--- src/rtl/alu_share_arbiter_pkg.sv ---
// alu_share_arbiter_pkg
// Shared definitions for the ALU sharing arbiter: FSM state encoding,
// the 3-bit ALU control codes and a helper that picks one requester's
// control field out of the packed request bus.
// No ports (package).

package alu_share_arbiter_pkg;

    localparam logic [1:0] ST_IDLE = 2'd0;
    localparam logic [1:0] ST_EXEC = 2'd1;
    localparam logic [1:0] ST_RESP = 2'd2;

    typedef enum logic [1:0] {
        IDLE = ST_IDLE,
        EXEC = ST_EXEC,
        RESP = ST_RESP
    } state_t;

    localparam logic [2:0] ALU_ADD = 3'b000;
    localparam logic [2:0] ALU_SHL = 3'b001;
    localparam logic [2:0] ALU_SUB = 3'b010;
    localparam logic [2:0] ALU_XOR = 3'b100;
    localparam logic [2:0] ALU_SHR = 3'b101;
    localparam logic [2:0] ALU_OR  = 3'b110;
    localparam logic [2:0] ALU_AND = 3'b111;

    // Requester i owns bits [i*3 +: 3] of the packed control bus.
    function automatic logic [2:0] ctrl_slice(input logic [5:0] ctrl, input logic id);
        return id ? ctrl[5:3] : ctrl[2:0];
    endfunction

endpackage

--- src/rtl/alu_share_arbiter_if.sv ---
// alu_share_arbiter_if
// Bundles the two request channels, the shared response channel, the
// busy flag and the link to the external combinational ALU.
//   slave  : arbiter side (takes requests, produces responses, drives ALU)
//   master : environment side (requesters, response consumer, ALU)
// Parameter WIDTH: datapath width of operands and result.

interface alu_share_arbiter_if #(
    parameter int WIDTH = 32
);
    logic [1:0]         req_valid;
    logic [1:0]         req_ready;
    logic [2*WIDTH-1:0] req_src_a;
    logic [2*WIDTH-1:0] req_src_b;
    logic [5:0]         req_ctrl;

    logic               resp_valid;
    logic               resp_ready;
    logic               resp_id;
    logic [WIDTH-1:0]   resp_result;
    logic               resp_zero;
    logic               resp_sign;
    logic               busy;

    logic [WIDTH-1:0]   alu_src_a;
    logic [WIDTH-1:0]   alu_src_b;
    logic [2:0]         alu_control;
    logic [WIDTH-1:0]   alu_result;
    logic               alu_zero;
    logic               alu_sign;

    modport slave (
        input  req_valid, req_src_a, req_src_b, req_ctrl, resp_ready,
               alu_result, alu_zero, alu_sign,
        output req_ready, resp_valid, resp_id, resp_result, resp_zero,
               resp_sign, busy, alu_src_a, alu_src_b, alu_control
    );

    modport master (
        output req_valid, req_src_a, req_src_b, req_ctrl, resp_ready,
               alu_result, alu_zero, alu_sign,
        input  req_ready, resp_valid, resp_id, resp_result, resp_zero,
               resp_sign, busy, alu_src_a, alu_src_b, alu_control
    );

endinterface

--- src/rtl/alu_share_arbiter_rr_grant2.sv ---
// rr_grant2
// Combinational two-way round-robin picker.
//   req[1:0]   : request bits
//   last_grant : requester granted most recently
//   gnt_valid  : some requester is granted
//   gnt_id     : index of the granted requester

module rr_grant2 (
    input  logic [1:0] req,
    input  logic       last_grant,
    output logic       gnt_valid,
    output logic       gnt_id
);

    // A lone requester always wins; under contention the one that did
    // not win last time goes next, so neither side can starve.
    always_comb begin
        gnt_valid = |req;
        gnt_id    = 1'b0;
        case (req)
            2'b01:   gnt_id = 1'b0;
            2'b10:   gnt_id = 1'b1;
            2'b11:   gnt_id = ~last_grant;
            default: gnt_id = 1'b0;
        endcase
    end

endmodule

--- src/rtl/alu_share_arbiter.sv ---
// alu_share_arbiter
// Shares one external combinational ALU between two valid/ready requesters.
// An accepted operation is latched onto the alu_* outputs, the ALU result
// and flags are captured one cycle later, and the response is held on the
// shared response channel (tagged with the requester id) until consumed.
//   clk   : rising-edge clock
//   reset : synchronous, active-high
//   bus   : alu_share_arbiter_if.slave (requests, response, busy, ALU link)
// Parameter WIDTH: datapath width, must match the interface.

module alu_share_arbiter
    import alu_share_arbiter_pkg::*;
#(
    parameter int WIDTH = 32
) (
    input  logic                 clk,
    input  logic                 reset,
    alu_share_arbiter_if.slave   bus
);

    state_t state;
    logic   last_grant;
    logic   gnt_valid;
    logic   gnt_id;

    rr_grant2 u_rr_grant2 (
        .req        (bus.req_valid),
        .last_grant (last_grant),
        .gnt_valid  (gnt_valid),
        .gnt_id     (gnt_id)
    );

    // Accept only while idle; the ready bit goes to the winner alone.
    assign bus.req_ready  = (state == IDLE && gnt_valid) ? (gnt_id ? 2'b10 : 2'b01) : 2'b00;
    assign bus.resp_valid = (state == RESP);
    assign bus.busy       = (state != IDLE);

    // Single-process FSM. The alu_* registers keep the last latched
    // operation outside EXEC so the ALU inputs never glitch back to zero;
    // the resp_* registers only change in EXEC, which keeps them stable
    // for the whole time the response waits for resp_ready.
    always_ff @(posedge clk) begin
        if (reset) begin
            state           <= IDLE;
            last_grant      <= 1'b1;
            bus.resp_id     <= 1'b0;
            bus.resp_result <= '0;
            bus.resp_zero   <= 1'b0;
            bus.resp_sign   <= 1'b0;
            bus.alu_src_a   <= '0;
            bus.alu_src_b   <= '0;
            bus.alu_control <= '0;
        end else begin
            case (state)
                IDLE: begin
                    if (gnt_valid) begin
                        bus.alu_src_a   <= gnt_id ? bus.req_src_a[2*WIDTH-1:WIDTH]
                                                  : bus.req_src_a[WIDTH-1:0];
                        bus.alu_src_b   <= gnt_id ? bus.req_src_b[2*WIDTH-1:WIDTH]
                                                  : bus.req_src_b[WIDTH-1:0];
                        bus.alu_control <= ctrl_slice(bus.req_ctrl, gnt_id);
                        bus.resp_id     <= gnt_id;
                        last_grant      <= gnt_id;
                        state           <= EXEC;
                    end
                end
                EXEC: begin
                    bus.resp_result <= bus.alu_result;
                    bus.resp_zero   <= bus.alu_zero;
                    bus.resp_sign   <= bus.alu_sign;
                    state           <= RESP;
                end
                RESP: begin
                    if (bus.resp_ready) begin
                        state <= IDLE;
                    end
                end
                default: state <= IDLE;
            endcase
        end
    end

endmodule

--- src/flat_wrapper.sv ---
// flat-port wrapper written by rule: the top's interface ports become plain ports
module alu_share_arbiter_flat import alu_share_arbiter_pkg::*;
#(
    parameter int WIDTH = 32
)
  (clk, reset, bus_req_valid, bus_req_src_a, bus_req_src_b, bus_req_ctrl, bus_resp_ready, bus_alu_result, bus_alu_zero, bus_alu_sign, bus_req_ready, bus_resp_valid, bus_resp_id, bus_resp_result, bus_resp_zero, bus_resp_sign, bus_busy, bus_alu_src_a, bus_alu_src_b, bus_alu_control);
  alu_share_arbiter_if #(.WIDTH(WIDTH)) bus_i ();
  input  logic clk;
  input  logic reset;
  input wire logic [$bits(bus_i.req_valid)-1:0] bus_req_valid;
  input wire logic [$bits(bus_i.req_src_a)-1:0] bus_req_src_a;
  input wire logic [$bits(bus_i.req_src_b)-1:0] bus_req_src_b;
  input wire logic [$bits(bus_i.req_ctrl)-1:0] bus_req_ctrl;
  input wire logic [$bits(bus_i.resp_ready)-1:0] bus_resp_ready;
  input wire logic [$bits(bus_i.alu_result)-1:0] bus_alu_result;
  input wire logic [$bits(bus_i.alu_zero)-1:0] bus_alu_zero;
  input wire logic [$bits(bus_i.alu_sign)-1:0] bus_alu_sign;
  output wire logic [$bits(bus_i.req_ready)-1:0] bus_req_ready;
  output wire logic [$bits(bus_i.resp_valid)-1:0] bus_resp_valid;
  output wire logic [$bits(bus_i.resp_id)-1:0] bus_resp_id;
  output wire logic [$bits(bus_i.resp_result)-1:0] bus_resp_result;
  output wire logic [$bits(bus_i.resp_zero)-1:0] bus_resp_zero;
  output wire logic [$bits(bus_i.resp_sign)-1:0] bus_resp_sign;
  output wire logic [$bits(bus_i.busy)-1:0] bus_busy;
  output wire logic [$bits(bus_i.alu_src_a)-1:0] bus_alu_src_a;
  output wire logic [$bits(bus_i.alu_src_b)-1:0] bus_alu_src_b;
  output wire logic [$bits(bus_i.alu_control)-1:0] bus_alu_control;
  assign bus_i.req_valid = bus_req_valid;
  assign bus_i.req_src_a = bus_req_src_a;
  assign bus_i.req_src_b = bus_req_src_b;
  assign bus_i.req_ctrl = bus_req_ctrl;
  assign bus_i.resp_ready = bus_resp_ready;
  assign bus_i.alu_result = bus_alu_result;
  assign bus_i.alu_zero = bus_alu_zero;
  assign bus_i.alu_sign = bus_alu_sign;
  assign bus_req_ready = bus_i.req_ready;
  assign bus_resp_valid = bus_i.resp_valid;
  assign bus_resp_id = bus_i.resp_id;
  assign bus_resp_result = bus_i.resp_result;
  assign bus_resp_zero = bus_i.resp_zero;
  assign bus_resp_sign = bus_i.resp_sign;
  assign bus_busy = bus_i.busy;
  assign bus_alu_src_a = bus_i.alu_src_a;
  assign bus_alu_src_b = bus_i.alu_src_b;
  assign bus_alu_control = bus_i.alu_control;
  alu_share_arbiter #(.WIDTH(WIDTH)) u_core (.clk(clk), .reset(reset), .bus(bus_i));
endmodule
--- config.mk ---
export PLATFORM = sky130hd
export DESIGN_NAME = alu_share_arbiter_flat
export DESIGN_NICKNAME = d
export VERILOG_FILES = /design/src/rtl/alu_share_arbiter_pkg.sv /design/src/rtl/alu_share_arbiter_if.sv /design/src/rtl/alu_share_arbiter_rr_grant2.sv /design/src/rtl/alu_share_arbiter.sv /design/src/flat_wrapper.sv
export SDC_FILE = /design/constraint.sdc
export NUM_CORES = 1
export LEC_CHECK = 0
export ABC_CLOCK_PERIOD_IN_PS = 3800
export CORE_MARGIN = 2
export CORE_UTILIZATION = 39
export CTS_CLUSTER_SIZE = 28
export DETAILED_ROUTE_END_ITERATION = 7
export HOLD_SLACK_MARGIN = 0.12
export PLACE_DENSITY = 0.94
export SYNTH_ARGS = -nofsm -noshare
export SYNTH_HDL_FRONTEND = slang
export SYNTH_SLANG_ARGS = --single-unit
--- constraint.sdc ---
create_clock -name clk -period 3.8 [get_ports clk]
set_clock_uncertainty 0.1 [all_clocks]
set_input_delay 0.76 -clock clk [delete_from_list [all_inputs] [get_ports clk]]
set_output_delay 0.76 -clock clk [all_outputs]
set_load 0.005 [all_outputs]
==> metrics <==
# Post-CTS Setup Buffers 0; clock root cell clkbuf_8; detailed placement HPWL 10700 µm; CTS tree done; Synth Net Count 730; smallest hold slack 0.362 ns; Vias 5198; # resized after CTS 0; first-pass GRT wire length 24000 µm; FF-to-FF End u_core.bus.alu_src_b[14]; flop2flop setup slack 1.69 ns; final-stage net count 965; Ports 279; Worst Setup End Kind primary output; total CTS buffers 9; RSZ-0062 raised after global routing false; Worst Path Max Fanout 3; routed wire length 16100 µm; vias in the first global route 4841; f_max 323 MHz; post-synthesis instance total 557; Post-DRT Antenna Nets 0; final hold violation count 0; # setup viols final 0; ys flop type dfxtp_1; initial DRC count 433; n_diodes 0; Lkg Pwr 0.00250 µW; DR vias/cell 5.55; clk slew on worst S/H paths 0.11 ns; Final Max Slew Viols 0; status complete, no violations; Sw Share 0.290; overall routing resource usage 0.252; clock tree buffer depth 2; CP required 2.94 ns; minimum clock period after layout 3.09 ns; Worst Hold Launch u_core.bus.resp_result[21]; mapped cell area 0.00437 mm²; Comb power frac 0.272; Initial Utilization 0.401; Worst Max-Slew Pin Slew 1.15 ns; yosys synthesis warning count 0; clock sinks 105; commonest cells after routing, fill and taps aside 277 x clkdlybuf4s50_1, 134 x nand3_1, 105 x dfxtp_1; syn avg cell area 7.84 µm²; Reg power frac 0.461; Max-cap violations 0; post-synthesis sequential area ratio 0.482; Layout area overhead 68.0%; GPL Wtd Cong 0.866; Net Switching 785 µW; EDFF count, synth 0; Worst-Skew Late Latency 0.36 ns; largest net degree at the start of global routing 106; Seq cells post-synth 105; WP data arrival 2.23 ns; Netlist cell types 24; initial antenna violation count 0; Hold Crit Class reg2reg; Die ar. 0.0121 mm²; Worst Hold Depth 2; period utilization 0.814; Die Span Y 110 µm; GRT overflow 0; Hold Path Sink u_core.bus.resp_result[21]; setup TNS 0 ns; share of cells above drive strength 1 0.0402; Core Util, Final 0.674; DRC viols 0; per-cell routed wire length 17.2 µm; # rows 38; Pre-antenna DRT Iters 6; Synth async-reset ratio 0; Clock power frac 0.267; H-tree depth 3; number of port buffers 278; power per cell area 369 mW/mm²; Reg2Reg Launch Point u_core.state[1]; total core area 0.0109 mm²; Peak supply drop 225 µV; Worst slew margin 0.234; WS Path Type in2out; cts hold-fix bufs 0; crit path launch type input port; Die Wd 110 µm; Reg2Reg Depth 4; commonest non-fill, non-tap cell in the layout clkdlybuf4s50_1; cell-internal power 1920 µW
## sequential cells by signal (all words and copies together), names as in the netlist
signal / cells
u_core.bus.resp_result: 32
u_core.bus.resp_id: 1
u_core.bus.resp_zero: 1
u_core.bus.resp_sign: 1
u_core.last_grant: 1
u_core.bus.alu_control: 3
u_core.bus.alu_src_a: 32
u_core.state: 2
u_core.bus.alu_src_b: 32
## power groups by stage
stage	clock [µW]	sequential [µW]	combinational [µW]
6_report	722	1250	735
5_1_grt	779	1260	794
4_1_cts	738	1250	737
3_5_place_dp	0	1270	734
3_3_place_gp	0	1270	726
2_1_floorplan	0	1270	288
## routing by layer
| metal | vias to the layer above | track usage | share of wire |
|---|---|---|---|
| li1 | 2468 | - | - |
| met5 | - | 0 | 0 |
| met2 | 259 | 0.436 | 0.50 |
| met1 | 2437 | 0.289 | 0.38 |
| met4 | 0 | 0.0940 | 0.027 |
| met3 | 34 | 0.0771 | 0.096 |
## per-stage QoR
step / total power, µW / cells / setup WS [ns] / instance area [µm²]
floorplan: 1560 / 557 / 1.52 / 4370
global placement: 1990 / 921 / 0.689 / 7130
detailed placement: 2010 / 921 / 0.687 / 7130
CTS: 2720 / 936 / 0.685 / 7340
global route: 2830 / 936 / 0.640 / 7340
finish: 2700 / 936 / 0.707 / 7340
## worst max-delay path by stage
stage	startpoint	to	depth (start not counted)
after CTS	bus_req_valid[1]	bus_req_ready[1]	5
after floorplan	bus_req_valid[1]	bus_req_ready[1]	5
after global placement	bus_req_valid[1]	bus_req_ready[1]	5
final	bus_req_valid[1]	bus_req_ready[1]	5
after global routing	bus_req_valid[1]	bus_req_ready[1]	5
after detailed placement	bus_req_valid[1]	bus_req_ready[1]	5
## final cells by class
cell class              count  area [µm²]
clock buffers               9         124
multi-input cells         387        1990
clock inverters             6        77.6
flip-flops and latches    105        2100
well taps                 140         175
fillers                   882        3550
inverters                   2        7.51
repair buffers            287        2860
## cells in the mapped netlist (2+ instances only)
cell type | n | area [µm²]
nand3_1 | 134 | 671
dfxtp_1 | 105 | 2100
nand2_1 | 69 | 259
a31oi_1 | 67 | 419
o21ai_0 | 59 | 295
a21oi_1 | 36 | 180
clkbuf_1 | 35 | 131
buf_2 | 17 | 85.1
o21ai_1 | 10 | 50.1
buf_4 | 7 | 52.6
nand2b_1 | 3 | 18.8
buf_1 | 2 | 7.51
nor2b_1 | 2 | 12.5
## kinds of logic after synthesis
| kind of cell | share of synthesized area |
|---|---|
| AND/OR/NAND/NOR | 0.231 |
| AO/OA/AOI/OAI | 0.219 |
| flip-flops | 0.482 |
| buffers and inverters | 0.0688 |
## critical path, cell delays in order
cell             delay (ns)
clkdlybuf4s50_1        0.56
a21boi_4               0.21
nand2_1                0.09
inv_1                  0.09
clkdlybuf4s50_1        0.52
Power figures use the tool's default switching activity.
